## config.mk

```make
export PLATFORM = sky130hd
export DESIGN_NAME = axi4_write_master
export DESIGN_NICKNAME = d
export VERILOG_FILES = /design/src/rtl/axi4_write_master.sv
export SDC_FILE = /design/constraint.sdc
export NUM_CORES = 1
export LEC_CHECK = 0
export ABC_AREA = 1
export BUFFER_PORTS_ARGS = -buffer_cell sky130_fd_sc_hd__clkbuf_2
export CAP_MARGIN = 40
export CORE_ASPECT_RATIO = 0.75
export CORE_UTILIZATION = 40
export CTS_CLUSTER_DIAMETER = 30
export DETAILED_ROUTE_END_ITERATION = 8
export GPL_ROUTABILITY_DRIVEN = 0
export PLACE_DENSITY = 0.67
export SYNTH_ARGS = -nofsm -noshare
export SYNTH_HDL_FRONTEND = slang
export SYNTH_SLANG_ARGS = --single-unit
```

## constraint.sdc

```tcl
create_clock -name clk -period 4.39 [get_ports clk]
set_input_delay 0.2195 -clock clk [delete_from_list [all_inputs] [get_ports clk]]
set_output_delay 0.2195 -clock clk [all_outputs]
set_load 0.01 [all_outputs]
```

## src/rtl/axi4_write_master.sv

```systemverilog
// AXI4 full write master for the DMA datapath.
// Drains a first-word-fall-through FIFO into memory as INCR bursts that
// never cross a 4KB boundary, one burst outstanding at a time.
// Completion is flagged by a one-cycle o_write_done pulse.
// Any non-OKAY write response sets the sticky o_write_err.
module axi4_write_master #(
    parameter int C_M_AXI_ADDR_WIDTH = 32,
    parameter int C_M_AXI_DATA_WIDTH = 32,
    parameter int C_MAX_BURST_LEN    = 16
) (
    input  logic                          clk,
    input  logic                          reset_n,
    // transfer control
    input  logic                          i_start,
    input  logic [C_M_AXI_ADDR_WIDTH-1:0] i_dst_addr,
    input  logic [31:0]                   i_total_len,
    output logic                          o_write_done,
    output logic                          o_write_err,
    output logic                          o_busy,
    // data FIFO (first-word fall-through)
    input  logic                          i_fifo_empty,
    output logic                          o_fifo_pop,
    input  logic [C_M_AXI_DATA_WIDTH-1:0] i_w_data,
    // AXI write address channel
    output logic [C_M_AXI_ADDR_WIDTH-1:0] m_axi_awaddr,
    output logic [7:0]                    m_axi_awlen,
    output logic [2:0]                    m_axi_awsize,
    output logic [1:0]                    m_axi_awburst,
    output logic                          m_axi_awvalid,
    input  logic                          m_axi_awready,
    // AXI write data channel
    output logic [C_M_AXI_DATA_WIDTH-1:0] m_axi_wdata,
    output logic [3:0]                    m_axi_wstrb,
    output logic                          m_axi_wlast,
    output logic                          m_axi_wvalid,
    input  logic                          m_axi_wready,
    // AXI write response channel
    input  logic [1:0]                    m_axi_bresp,
    input  logic                          m_axi_bvalid,
    output logic                          m_axi_bready
);

    typedef enum logic [2:0] {
        S_IDLE,
        S_AW,
        S_W,
        S_B,
        S_DONE
    } state_t;

    state_t                        state;
    logic [C_M_AXI_ADDR_WIDTH-1:0] addr_q;      // start address of the current burst
    logic [31:0]                   words_q;     // words still to be written, incl. current burst
    logic [7:0]                    awlen_q;
    logic [7:0]                    beat_cnt;
    logic                          awvalid_q;
    logic                          bready_q;
    logic                          busy_q;
    logic                          done_q;
    logic                          err_q;

    logic [31:0]                   start_words;
    logic [8:0]                    start_beats;
    logic [8:0]                    cur_beats;
    logic [C_M_AXI_ADDR_WIDTH-1:0] next_addr;
    logic [31:0]                   next_words;
    logic [8:0]                    next_beats;
    logic                          w_hs;
    logic                          unused_len_lsbs;

    // Burst size: limited by remaining words, the max burst length and the
    // distance to the next 4KB page (address is word aligned, so >= 1 word).
    function automatic logic [8:0] calc_beats(input logic [C_M_AXI_ADDR_WIDTH-1:0] addr,
                                              input logic [31:0]                   words);
        logic [31:0] page_words;
        logic [31:0] beats;
        page_words = (32'd4096 - 32'(addr[11:0])) >> 2;
        beats      = (words < 32'(C_MAX_BURST_LEN)) ? words : 32'(C_MAX_BURST_LEN);
        beats      = (beats < page_words) ? beats : page_words;
        return 9'(beats);
    endfunction

    // Byte count is rounded down to whole words; the low two bits carry no meaning.
    assign unused_len_lsbs = ^i_total_len[1:0];

    // Next-burst arithmetic for both the start of a transfer and the B-response step.
    // NOTE: every always_comb output gets a default first so no path can infer a latch.
    always_comb begin
        start_words = {2'b00, i_total_len[31:2]};
        start_beats = calc_beats(i_dst_addr, start_words);
        cur_beats   = {1'b0, awlen_q} + 9'd1;
        next_addr   = addr_q + C_M_AXI_ADDR_WIDTH'({cur_beats, 2'b00});
        next_words  = words_q - 32'(cur_beats);
        next_beats  = calc_beats(next_addr, next_words);
    end

    // Transfer FSM with all control outputs registered.
    // NOTE: sequential state uses non-blocking assignments so every register
    // samples pre-edge values regardless of statement order.
    always_ff @(posedge clk or negedge reset_n) begin
        if (!reset_n) begin
            state     <= S_IDLE;
            addr_q    <= '0;
            words_q   <= '0;
            awlen_q   <= '0;
            beat_cnt  <= '0;
            awvalid_q <= 1'b0;
            bready_q  <= 1'b0;
            busy_q    <= 1'b0;
            done_q    <= 1'b0;
            err_q     <= 1'b0;
        end else begin
            done_q <= 1'b0;
            case (state)
                S_IDLE: begin
                    if (i_start) begin
                        addr_q  <= i_dst_addr;
                        words_q <= start_words;
                        err_q   <= 1'b0;
                        busy_q  <= 1'b1;
                        if (start_words == 32'd0) begin
                            state <= S_DONE;
                        end else begin
                            awlen_q   <= 8'(start_beats - 9'd1);
                            awvalid_q <= 1'b1;
                            state     <= S_AW;
                        end
                    end
                end
                S_AW: begin
                    if (m_axi_awready) begin
                        awvalid_q <= 1'b0;
                        beat_cnt  <= '0;
                        state     <= S_W;
                    end
                end
                S_W: begin
                    if (w_hs) begin
                        beat_cnt <= beat_cnt + 8'd1;
                        if (m_axi_wlast) begin
                            bready_q <= 1'b1;
                            state    <= S_B;
                        end
                    end
                end
                S_B: begin
                    if (m_axi_bvalid) begin
                        bready_q <= 1'b0;
                        err_q    <= err_q | (m_axi_bresp != 2'b00);
                        addr_q   <= next_addr;
                        words_q  <= next_words;
                        if (next_words == 32'd0) begin
                            state <= S_DONE;
                        end else begin
                            awlen_q   <= 8'(next_beats - 9'd1);
                            awvalid_q <= 1'b1;
                            state     <= S_AW;
                        end
                    end
                end
                S_DONE: begin
                    done_q <= 1'b1;
                    busy_q <= 1'b0;
                    state  <= S_IDLE;
                end
                default: begin
                    state <= S_IDLE;
                end
            endcase
        end
    end

    // The data channel follows the FIFO head directly so a stall costs no extra cycle.
    assign m_axi_wvalid  = (state == S_W) & ~i_fifo_empty;
    assign m_axi_wlast   = (beat_cnt == awlen_q) & m_axi_wvalid;
    assign m_axi_wdata   = i_w_data;
    assign w_hs          = m_axi_wvalid & m_axi_wready;
    assign o_fifo_pop    = w_hs;

    assign m_axi_awaddr  = addr_q;
    assign m_axi_awlen   = awlen_q;
    assign m_axi_awsize  = 3'b010;
    assign m_axi_awburst = 2'b01;
    assign m_axi_awvalid = awvalid_q;
    assign m_axi_wstrb   = 4'hF;
    assign m_axi_bready  = bready_q;

    assign o_write_done  = done_q;
    assign o_write_err   = err_q;
    assign o_busy        = busy_q;

endmodule

```

Word-level counts from Yosys, hierarchy flattened. Index checks and enable logic that the tools add are counted.

Eq/ne operators: 12. Add/sub/neg operators: 8. Reductions and logical operators: 16. $lt $le $gt $ge: 4. Bitwise gates (word level): 5. Muxes and demuxes: 42.

Operators by type and width (number): $mux W32 (5); $pmux W32 S2 (2); $logic_not A32 Y1 (2); $mux W8 (8); $add A32 B11 Y32 (1); $lt A32 B30 Y1 (1); $lt A32 B5 Y1 const B (1); $pmux W8 S2 (2); $sub A32 B9 Y32 (1); $lt A30 B30 Y1 (1); $lt A30 B5 Y1 const B (1); $mux W30 (1); $sub A13 B12 Y14 const A (2); $mux W3 (7); $sub A8 B1 Y8 const B (2); $ne A2 B2 Y1 const B (7); $mux W1 (12); $pmux W3 S4 (1); $reduce_and A5 Y1 (2); $reduce_bool A2 Y1 (5); $add A8 B1 Y9 const B (1); $add A8 B1 Y8 const B (1); $eq A8 B8 Y1 (1); $eq A3 B2 Y1 const B (2); 13 further kinds (18).

Output and inout port bits: 89. Flip-flop bits (word level): 88. Bits of input ports: 105. Logic and storage cells: 97.

Longest topological paths before layout. Gate-level depths: netlist of the first run.

Depth in word-level cells: 10. Mapped depth: 43. Mapped depth without buffers: 43.

Worst setup path before layout of the first run. OpenSTA, ideal clock, no wires.

Path type: register -> register. Start point: register awlen_q[0] (netlist: m_axi_awlen[0]). End point: register awlen_q[4] (netlist: m_axi_awlen[4]). Path buffers: 0. Clock period less this slack: 4518 ps. Data arrival time: 4396 ps. Data required time: 4269 ps. Library setup time: 121 ps. Slack: -128 ps. Cell stages (with the launch flop): 39. Cells stage by stage: dfrtp_1 > inv_1 > nor2_1 > nand3_1 > nor2_1 > nand2_1 > xor2_1 > ha_1 > nand2_2 > inv_2 > nand2_2 > clkinv_1 > nand2_2 > nand2_4 > nand2_4 > nand2_1 > nand2_1 > nand2_1 > [3 not listed] > nand4_1 > ha_1 > a21oi_1 > nor2_1 > a211oi_1 > nand2_2 > nand2_4 > nand2_4 > o21ai_1 > nand3_1 > nand2_2 > inv_1 > ha_1 > inv_1 > nor2_2 > nand3_1 > nand2_1 > o22a_1.

Cells in the longest elaborated chain, start to end: 10. Elaborated cells on any way between the ends: 15. Those cells by class: add/sub: 5; order compare: 2; eq/ne: 1; mux: 5; reduce/logical: 2.

Ends and longest elaborated chain: from (decl) (line 54) `logic [7:0] awlen_q;`; from (signal assigned) (line 124) `awlen_q <= 8'(start_beats - 9'd1);`; from (signal assigned) (line 155) `awlen_q <= 8'(next_beats - 9'd1);`; $add A8 B1 Y9 * (line 91) `cur_beats = {1'b0, awlen_q} + 9'd1;`; $sub A32 B9 Y32 (line 93) `next_words = words_q - 32'(cur_beats);`; $lt A32 B5 Y1 (line 78) `beats = (words < 32'(C_MAX_BURST_LEN)) ? words : 32'(C_MAX_BURST_LEN);`; $mux W32 (line 78); $lt A32 B30 Y1 (line 79) `beats = (beats < page_words) ? beats : page_words;`; $mux W8 (line 79); $sub A8 B1 Y8 (line 155); $mux W8 (line 152) `if (next_words == 32'd0) begin`; $mux W8 (line 147) `if (m_axi_bvalid) begin`; $pmux W8 S2 (line 114) `case (state)`.

Every way passes the cells marked *; elsewhere a longest branch is shown, timed or not. The select of a mux whose other input is x is not followed. A chain may end at the register's enable or synchronous reset.

Final worst setup path of the first run.
Start point: register awlen_q[1] (netlist: m_axi_awlen[1]). End point: register awlen_q[6] (netlist: m_axi_awlen[6]).

The elaborated chain is that of the path after synthesis.

==> metrics.txt, run 1 <==
Vias/cell 5.31; RSZ-0062 raised after global routing yes; DIE AREA 21300 µm²; commonest cells in the netlist nand2_1 (288), inv_1 (176), nor2_1 (127), dfrtp_1 (88), o21ai_0 (83); P per Cell Area 886 nW/µm²; Power Total 0.0101 W; final hold vios 0; CTS clk-pin slew, worst paths 0.07 ns; worst path required time 4.64 ns; worst vdd ir 392 µV; XOR/XNOR Fraction of Synth Area 4.45%; Critical Path AT 5.10 ns; Critical R2R Launch m_axi_awlen[1]; Die Span X 168 µm; Mapped Area 8270 µm²; initial antenna violation count 0; relative slew slack -0.0356%; post-synth top area cell dfrtp_1; syn_area_per_cell 6.59 µm²; status complete, but fails checks; Synth Area in Adders 6.68%; initial core utilization 40.8%; CTS Sinks 88; Area Growth Syn to Fin 38.1%; hold endpoint m_axi_awaddr[1]; Synth Register Bits 88; sequential share of the synthesized area 26.6%; Synth cell types 50; period utilization 110%; global route overflow 0; Critical R2R Capture m_axi_awlen[6]; ant diodes 0; Clock Skews 0.0120 ns; Slew Viols, Final 7; top-area cell type share of the netlist area 26.6%; measured slew at the worst slew-check pin 1.50 ns; GRT Overall Usage 26.6%; Max Freq 206 MHz; Tightest Hold Check Type input port to register; CTS Buffer Depth 2; drt total wl 29.6 mm; wire per inst 16.5 µm; FP Rows 45; failing checks slew limit, setup timing; top cells by area, synth dfrtp_1 (27%), nand2_1 (13%), inv_1 (8.0%); ys async rst share 100%; TritonCTS clock tree built; PortBufs 118; EDFF count, synth 0; ys flop type dfrtp_1; crit end category register; FF-to-FF path depth 39; critical path's slowest cell dfrtp_2; DRT antenna net count 0; largest net degree at the start of global routing 76; Vias 9509; first-pass GRT wire length 44.4 mm; Core ar. 20300 µm²; Ports 194; hpwl dp 21.3 mm; Die Y 127 µm; layout cells sized above 1 34.6%; Synth Area in Compound Gates 13.7%; worst-path maximum fanout 5; DR pass1 iterations 5; number of buffers created by CTS 9; Reg2Reg Setup Slack -0.46 ns; largest family of logic cells by synthesized area simple AND/OR/NAND/NOR gates; WHS Path Cells 3; Post-Synth Simple-Gate Area 34.6%; shortest period the worst path allows 4.85 ns; # H-tree levels 3; slowest cell delay on critical path 0.41 ns; later-pin clock latency in the skew report 0.36 ns; detailed-route DRC error count 0; cell leakage power 5.77 nW; final worst setup slack -0.461 ns; DRT iter0 DRCs 934; Final setup viols 8; Crit path top cell by count nand2_1; smallest hold slack 0.0753 ns; most frequent cell after synthesis nand2_1; max_cap viols 0; nets 1676; setup_tns -2.79 ns; Ys Warns 0; type of the worst setup path register to register; Root Buffer clkbuf_16; crit start category register; mux cell area share after synthesis 0.121%; cell count after synthesis 1256; HP Start i_dst_addr[1]; vias in the first global route 8715
[cell type report]
type / count / area [µm²]
clock inverter: 6 / 67.6
multi-input combinational: 926 / 5820
sequential: 88 / 2210
clock buffer: 10 / 229
timing repair buffer: 308 / 2040
inverter: 195 / 743
tap: 258 / 323
fill: 1896 / 8850
[flip-flops by register name, summed over array words and instances, names as in the netlist]
| register | cells |
|---|---|
| m_axi_awaddr | 32 |
| o_write_done | 1 |
| state | 3 |
| m_axi_bready | 1 |
| m_axi_awvalid | 1 |
| words_q | 32 |
| o_write_err | 1 |
| beat_cnt | 8 |
| m_axi_awlen | 8 |
| o_busy | 1 |
[power by group]
part	switching, W	internal (W)
logic	0.00443	0.00330
registers	0.000409	0.00117
clock network	0.000368	0.000446
[worst max-delay path by stage]
stage	end	cells after the start	start
after floorplan	m_axi_awlen[4]	39	m_axi_awlen[2]
after global placement	m_axi_awlen[6]	39	m_axi_awlen[1]
after detailed placement	m_axi_awlen[6]	37	m_axi_awlen[0]
after CTS	m_axi_awlen[6]	38	m_axi_awlen[1]
after global routing	m_axi_awlen[7]	40	m_axi_awlen[1]
final	m_axi_awlen[6]	39	m_axi_awlen[1]
[metrics by stage]
stage	cell area, µm²	utilization, %	instances	setup slack (ns)
global route	11400	56.4	1791	-0.703
global placement	10100	49.6	1738	-0.575
detailed placement	10100	49.6	1738	-0.598
CTS	10800	53.5	1773	-0.251
finish	11400	56.4	1791	-0.461
floorplan	8380	-	1275	-0.00598
[critical path, delay by kind of cell (launching register included)]
family / cells / cell delay (ns)
compound gates: 1 / 0.19
fa+ha+maj: 3 / 0.50
simple gates: 27 / 2.60
flops: 1 / 0.41
buf+inv: 8 / 1.02
[layer usage]
layer	routed length, µm	share of wire, %	vias up	global-route usage [%]
met5	0	0	-	0
met1	13000	44	4358	37.1
met4	873	3.0	0	8.72
met3	3000	10	93	7.83
met2	12700	43	484	39.2
li1	-	-	4574	-
[cell usage in the layout, fill, tap and decap left out, types with 9 or more instances in the layout]
cell type  netlist  layout
a21oi_1         53      47
buf_4           41     186
clkbuf_16        0       9
clkbuf_2         0     117
conb_1           2      21
dfrtp_1         88      85
ha_1            41      26
ha_4             0      15
inv_1          176     165
inv_2           12      21
nand2_1        288     247
nand2_2         17      50
nand2_4          9      15
nand3_1         72      48
nand3_2          5      26
nand4_1         37      37
nor2_1         127     113
nor2_2          16      15
nor2_4           1      16
nor3_1          18      14
nor4_1          12      10
o21ai_0         83      81
o221ai_1         9       9
o22ai_1         22      22
xnor2_1         15      14
xor2_1          27      23
[kinds of logic (layout without fill, tap and decap cells)]
family,after synthesis,in the layout
compound gates,199,199
xor+xnor,42,42
fa+ha+maj,43,43
buf+inv,261,519
flops,88,88
mux,1,1
other cells,2,21
simple gates,620,620
[repair_timing]
action,in CTS,in global routing
pin swaps,48,48
gates resized for setup,76,98
setup buffers,18,19
cloned,0,0
setup endpoints to repair,12,16
hold endpoints to repair,42,0
hold buffers,1,0
(Power assumes the default switching activity.)
==> run 2: changes to the inputs <==
--- a/config.mk
+++ b/config.mk
@@ -17,3 +17,4 @@
 export SYNTH_ARGS = -nofsm -noshare
 export SYNTH_HDL_FRONTEND = slang
 export SYNTH_SLANG_ARGS = --single-unit
+export TNS_END_PERCENT = 1
==> run 2 against run 1 <==
The flow finishes with violations (setup timing). Clock power about the same. Worst setup slack better by 0.11 ns. Flip-flop and latch count unchanged. Critical path depth down 2. Power down 4.3%. Combinational power down 5.6%.
==> metrics.txt, run 2 (synthesis results as in run 1) <==
status complete, but fails checks (unchanged); failing checks setup timing (was slew limit, setup timing); DR pass1 iterations 6 (was 5); DIE AREA 21300 µm² (unchanged); Critical Path AT 4.99 ns (was 5.10 ns); Tightest Hold Check Type input port to register (unchanged); crit start category register (unchanged); # H-tree levels 3 (unchanged); buffers plus inverters on the worst setup path 7 (was 8); DRT iter0 DRCs 920 (was 934); largest net degree at the start of global routing 76 (unchanged); Setup WS pre-CTS -0.598 ns (unchanged); worst-path maximum fanout 5 (unchanged); Area Growth Syn to Fin 34.3% (was 38.1%); final hold vios 0 (unchanged); WHS Path Cells 3 (unchanged); Die Span X 168 µm (unchanged); final worst setup slack -0.349 ns (was -0.461 ns); PortBufs 118 (unchanged); most common cell after layout, fill and taps aside nand2_1 (unchanged); crit end category register (unchanged); Power Total 0.00969 W (was 0.0101 W); Vias 9309 (was 9509); Crit. Startpoint m_axi_awlen[0] (was m_axi_awlen[1]); number of buffers created by CTS 9 (unchanged); hpwl dp 21.3 mm (unchanged); Final Instance Area 11100 µm² (was 11400 µm²); FP Rows 45 (unchanged); period utilization 108% (was 110%); smallest hold slack 0.0788 ns (was 0.0753 ns); DRT antenna net count 0 (unchanged); relative slew slack 16.1% (was -0.0356%); Fillers 1955 (was 1896); Critical R2R Launch m_axi_awlen[0] (was m_axi_awlen[1]); TritonCTS clock tree built (unchanged); cell depth of the worst setup path 37 (was 39); later-pin clock latency in the skew report 0.36 ns (about the same); first-pass GRT wire length 44.2 mm (was 44.4 mm); P per Cell Area 872 nW/µm² (was 886 nW/µm²); drt total wl 28.5 mm (was 29.6 mm); Final setup viols 8 (unchanged); Crit path top cell by count nand2_1 (unchanged); CTS clk-pin slew, worst paths 0.07 ns (about the same); detailed-route DRC error count 0 (unchanged); Core ar. 20300 µm² (unchanged); Root Buffer clkbuf_16 (unchanged); Die Y 127 µm (unchanged); GRT Overall Usage 26.5% (was 26.6%); family with the most delay on the worst path simple AND/OR/NAND/NOR gates (unchanged); Ports 194 (unchanged); placed cell count 1738 (unchanged); measured slew at the worst slew-check pin 1.26 ns (was 1.50 ns); global route overflow 0 (unchanged); HP Start i_dst_addr[1] (unchanged); type of the worst setup path register to register (unchanged); RSZ-0062 raised after global routing yes (unchanged); slowest cell delay on critical path 0.44 ns (was 0.41 ns); Slew Viols, Final 0 (was 7); worst vdd ir 388 µV (was 392 µV); Placed Area 10100 µm² (unchanged); layout cells sized above 1 32.0% (was 34.6%); ant diodes 0 (unchanged); Max Freq 211 MHz (was 206 MHz); final non-filler cell total 1778 (was 1791); nets 1663 (was 1676); wire per inst 16.0 µm (was 16.5 µm); worst path required time 4.64 ns (about the same); initial core utilization 40.8% (unchanged); FF-to-FF path depth 37 (was 39); CTS Buffer Depth 2 (unchanged); CTS Sinks 88 (unchanged); max_cap viols 0 (unchanged); Vias/cell 5.24 (was 5.31); vias in the first global route 8646 (was 8715); shortest period the worst path allows 4.74 ns (was 4.85 ns); critical path's slowest cell dfrtp_2 (unchanged); most frequent cells in the layout nand2_1 (261), buf_4 (175), inv_1 (168), clkbuf_2 (117), nor2_1 (114) (was nand2_1 (247), buf_4 (186), inv_1 (165), clkbuf_2 (117), nor2_1 (113)); Clock Skews 0.0123 ns (was 0.0120 ns); cell leakage power 5.64 nW (was 5.77 nW); initial antenna violation count 0 (unchanged)
run 2: changes by cell type in the layout (fill, tap and decap cells not counted), moves of 8 or more:
| cell | delta |
|---|---|
| nand3_2 | -8 |
| nand2_2 | -9 |
| nand3_1 | +9 |
| nand2_1 | +14 |
| buf_4 | -11 |
run 2: layout make-up:
type | instances | area, µm² | area share [%]
multi-input combinational | 926 | 5620 | 50.6
sequential | 88 | 2210 | 19.8
timing repair buffer | 295 | 1930 | 17.4
inverter | 195 | 738 | 6.64
tap | 258 | 323 | 2.90
clock buffer | 10 | 229 | 2.06
clock inverter | 6 | 67.6 | 0.608
run 2: what timing repair did:
item | in CTS | in global routing
hold buffers | 1 | 0
setup buffers | 16 | 7
resized for setup | 69 | 54
endpoints found under the setup margin | 12 | 16
endpoints found under the hold margin | 42 | 0
pin swaps | 44 | 28
run 2: through the flow:
stage / util (%) / setup TNS, ns
after global routing: 54.8 / -4.78
final: 54.8 / -2.02
after global placement: 49.6 / -3.35
after floorplan: - / -0.00598
after CTS: 53.3 / -1.35
after detailed placement: 49.6 / -3.45
run 2: worst paths after layout:
check	to	slack, ns
min in group asynchronous	words_q[16]	0.40
max in group asynchronous	m_axi_awaddr[8]	2.93
setup reg to reg	m_axi_awlen[6]	-0.35
setup / recovery	m_axi_awlen[6]	-0.35
hold / removal	m_axi_awaddr[1]	0.08
hold reg to reg	m_axi_awvalid	0.50
run 2: worst min-delay path: stages:
cell and delay [ns]:
clkbuf_2 0.09, nand2_1 0.05, nand2_1 0.04
run 2: where the power goes:
part | switching [W] | total, W | internal [W]
sequential | 0.000406 | 0.00158 | 0.00117
combinational | 0.00417 | 0.00730 | 0.00313
clock | 0.000369 | 0.000815 | 0.000446
total | 0.00495 | 0.00969 | 0.00474
run 2: layer usage:
| layer | GRT usage [%] | vias to the layer above | part of all wire (%) |
|---|---|---|---|
| met5 | 0 | - | 0 |
| met4 | 8.34 | 0 | 2.4 |
| met3 | 7.58 | 67 | 10 |
| met2 | 38.9 | 446 | 42 |
| met1 | 37.2 | 4246 | 45 |
| li1 | - | 4550 | - |
==> run 3: changes to the inputs <==
--- a/config.mk
+++ b/config.mk
@@ -14,6 +14,7 @@
 export DETAILED_ROUTE_END_ITERATION = 8
 export GPL_ROUTABILITY_DRIVEN = 0
 export PLACE_DENSITY = 0.67
+export SKIP_LAST_GASP = 1
 export SYNTH_ARGS = -nofsm -noshare
 export SYNTH_HDL_FRONTEND = slang
 export SYNTH_SLANG_ARGS = --single-unit
==> run 3 against run 2 <==
The flow still finishes with violations (setup timing). Via count down 0.93%. Combinational power decreased by 2%. Clock power barely moved. Die area did not move. Global-route usage about the same.
==> metrics.txt, run 3 (synthesis results as in run 1) <==
status complete, but fails checks (unchanged); failing checks setup timing (unchanged); DR pass1 iterations 6 (unchanged); global route overflow 0 (unchanged); GRT Overall Usage 26.4% (was 26.5%); Int Pwr 0.00468 W (was 0.00474 W); nets 1663 (unchanged); crit end category register (unchanged); Core ar. 20300 µm² (unchanged); max_cap viols 0 (unchanged); Die Span X 168 µm (unchanged); Crit path top cell by count nand2_1 (unchanged); sequential cell area 2210 µm² (unchanged); number of buffers created by CTS 9 (unchanged); multi-input logic area 5470 µm² (was 5620 µm²); CTS Sinks 88 (unchanged); CTS Buffer Depth 2 (unchanged); FP Rows 45 (unchanged); worst vdd ir 384 µV (was 388 µV); critical path's slowest cell dfrtp_2 (unchanged); Clock Skews 0.0121 ns (was 0.0123 ns); first-pass GRT wire length 44.1 mm (was 44.2 mm); final non-filler cell total 1778 (unchanged); measured slew at the worst slew-check pin 1.26 ns (about the same); P per Cell Area 870 nW/µm² (was 872 nW/µm²); TritonCTS clock tree built (unchanged); Vias/cell 5.19 (was 5.24); layout cells sized above 1 30.5% (was 32.0%); Area Growth Syn to Fin 32.5% (was 34.3%); final hold vios 0 (unchanged); DIE AREA 21300 µm² (unchanged); Power Total 0.00954 W (was 0.00969 W); setup_tns -2.50 ns (was -2.02 ns); detailed-route DRC error count 0 (unchanged); Critical Path AT 5.00 ns (was 4.99 ns); CTS clk-pin slew, worst paths 0.07 ns (about the same); Root Buffer clkbuf_16 (unchanged); wire per inst 15.8 µm (was 16.0 µm); initial core utilization 40.8% (unchanged); relative slew slack 16.0% (was 16.1%); drt total wl 28.1 mm (was 28.5 mm); Tightest Hold Check Type input port to register (unchanged); Clock Power Share 8.6% (was 8.4%); PortBufs 118 (unchanged); DRT antenna net count 0 (unchanged); worst path required time 4.63 ns (was 4.64 ns); placed cell count 1738 (unchanged); hpwl dp 21.3 mm (unchanged); worst-path maximum fanout 5 (unchanged); later-pin clock latency in the skew report 0.36 ns (about the same); DRT iter0 DRCs 825 (was 920); RSZ-0062 raised after global routing yes (unchanged); Final setup viols 10 (was 8); Slew Viols, Final 0 (unchanged); initial antenna violation count 0 (unchanged); cell leakage power 5.61 nW (was 5.64 nW); ant diodes 0 (unchanged); Fillers 1971 (was 1955); largest net degree at the start of global routing 76 (unchanged); Sequential Power Share 16.4% (was 16.3%); Ports 194 (unchanged); switching share of power 50.9% (was 51.0%); Max Freq 210 MHz (was 211 MHz); final worst setup slack -0.365 ns (was -0.349 ns); # H-tree levels 3 (unchanged); slowest cell delay on critical path 0.41 ns (was 0.44 ns); most common cell after layout, fill and taps aside nand2_1 (unchanged); switching power 0.00485 W (was 0.00495 W); most frequent cells in the layout nand2_1 (271), buf_4 (175), inv_1 (170), clkbuf_2 (117), nor2_1 (115) (was nand2_1 (261), buf_4 (175), inv_1 (168), clkbuf_2 (117), nor2_1 (114)); period utilization 108% (about the same); vias in the first global route 8629 (was 8646); Die Y 127 µm (unchanged); type of the worst setup path register to register (unchanged); crit start category register (unchanged); combinational power share 75.1% (was 75.3%); shortest period the worst path allows 4.75 ns (was 4.74 ns); Vias 9222 (was 9309)
## run 3: changes by cell type in the layout (fill, tap and decap cells not counted), sizes merged
cell / change
clkinv: +1
inv: -1
## run 3: power groups by stage
stage / Combinational, W / Clock [W] / Sequential, W
CTS: 0.00676 / 0.000825 / 0.00154
global route: 0.00787 / 0.000856 / 0.00160
floorplan: 0.00365 / 0 / 0.00154
finish: 0.00716 / 0.000817 / 0.00156
global placement: 0.00621 / 0 / 0.00153
detailed placement: 0.00629 / 0 / 0.00153
## run 3: per-stage QoR
step	hold WS [ns]	setup slack, ns	utilization (%)	area (µm²)
global placement	0.256	-0.575	49.6	10100
CTS	0.0680	-0.256	53.2	10800
global route	0.0924	-0.718	54.1	11000
finish	0.0754	-0.365	54.1	11000
detailed placement	0.251	-0.598	49.6	10100
floorplan	-0.0761	-0.00598	-	8380
## run 3: final timing paths
kind / start / end / slack, ns / cells past startpoint
worst max-delay path: m_axi_awlen[1] / m_axi_awlen[5] / -0.36 / 39
max in group asynchronous: reset_n / m_axi_awaddr[7] / 2.94 / 3
worst min register to register: m_axi_awvalid / m_axi_awvalid / 0.50 / 2
min in group asynchronous: reset_n / words_q[16] / 0.40 / 2
worst min-delay path: i_dst_addr[1] / m_axi_awaddr[1] / 0.08 / 3
worst max register to register: m_axi_awlen[1] / m_axi_awlen[5] / -0.36 / 39
## run 3: timing repair
action	in CTS	in global routing
pin swaps	44	25
buffers inserted	16	7
hold endpoints to repair	42	0
endpoints found under the setup margin	12	18
gates resized for setup	66	24
hold buffers	1	0
## run 3: layer usage
layer,up-vias,share of wire [%],global-route usage (%)
li1,4549,-,-
met1,4189,46,37.2
met2,422,42,38.8
met3,62,9.8,7.55
met4,0,2.5,8.24
met5,-,0,0
## run 3: final cells by class
class                           instances  area share, %
Multi-Input combinational cell        926           49.9
Timing Repair Buffer                  295           17.6
Tap cell                              258           2.94
Clock inverter                          6          0.616
Inverter                              195           6.72
Sequential cell                        88           20.1
Clock buffer                           10           2.09
## run 3: worst max-delay path: cells and delay by family (launching register included)
kind | cells | cell delay, ns
adder cells (fa/ha/maj) | 3 | 0.65
AO/OA/AOI/OAI | 2 | 0.33
buffers and inverters | 6 | 0.62
flip-flops | 1 | 0.41
AND/OR/NAND/NOR | 27 | 2.52
XOR/XNOR | 1 | 0.12
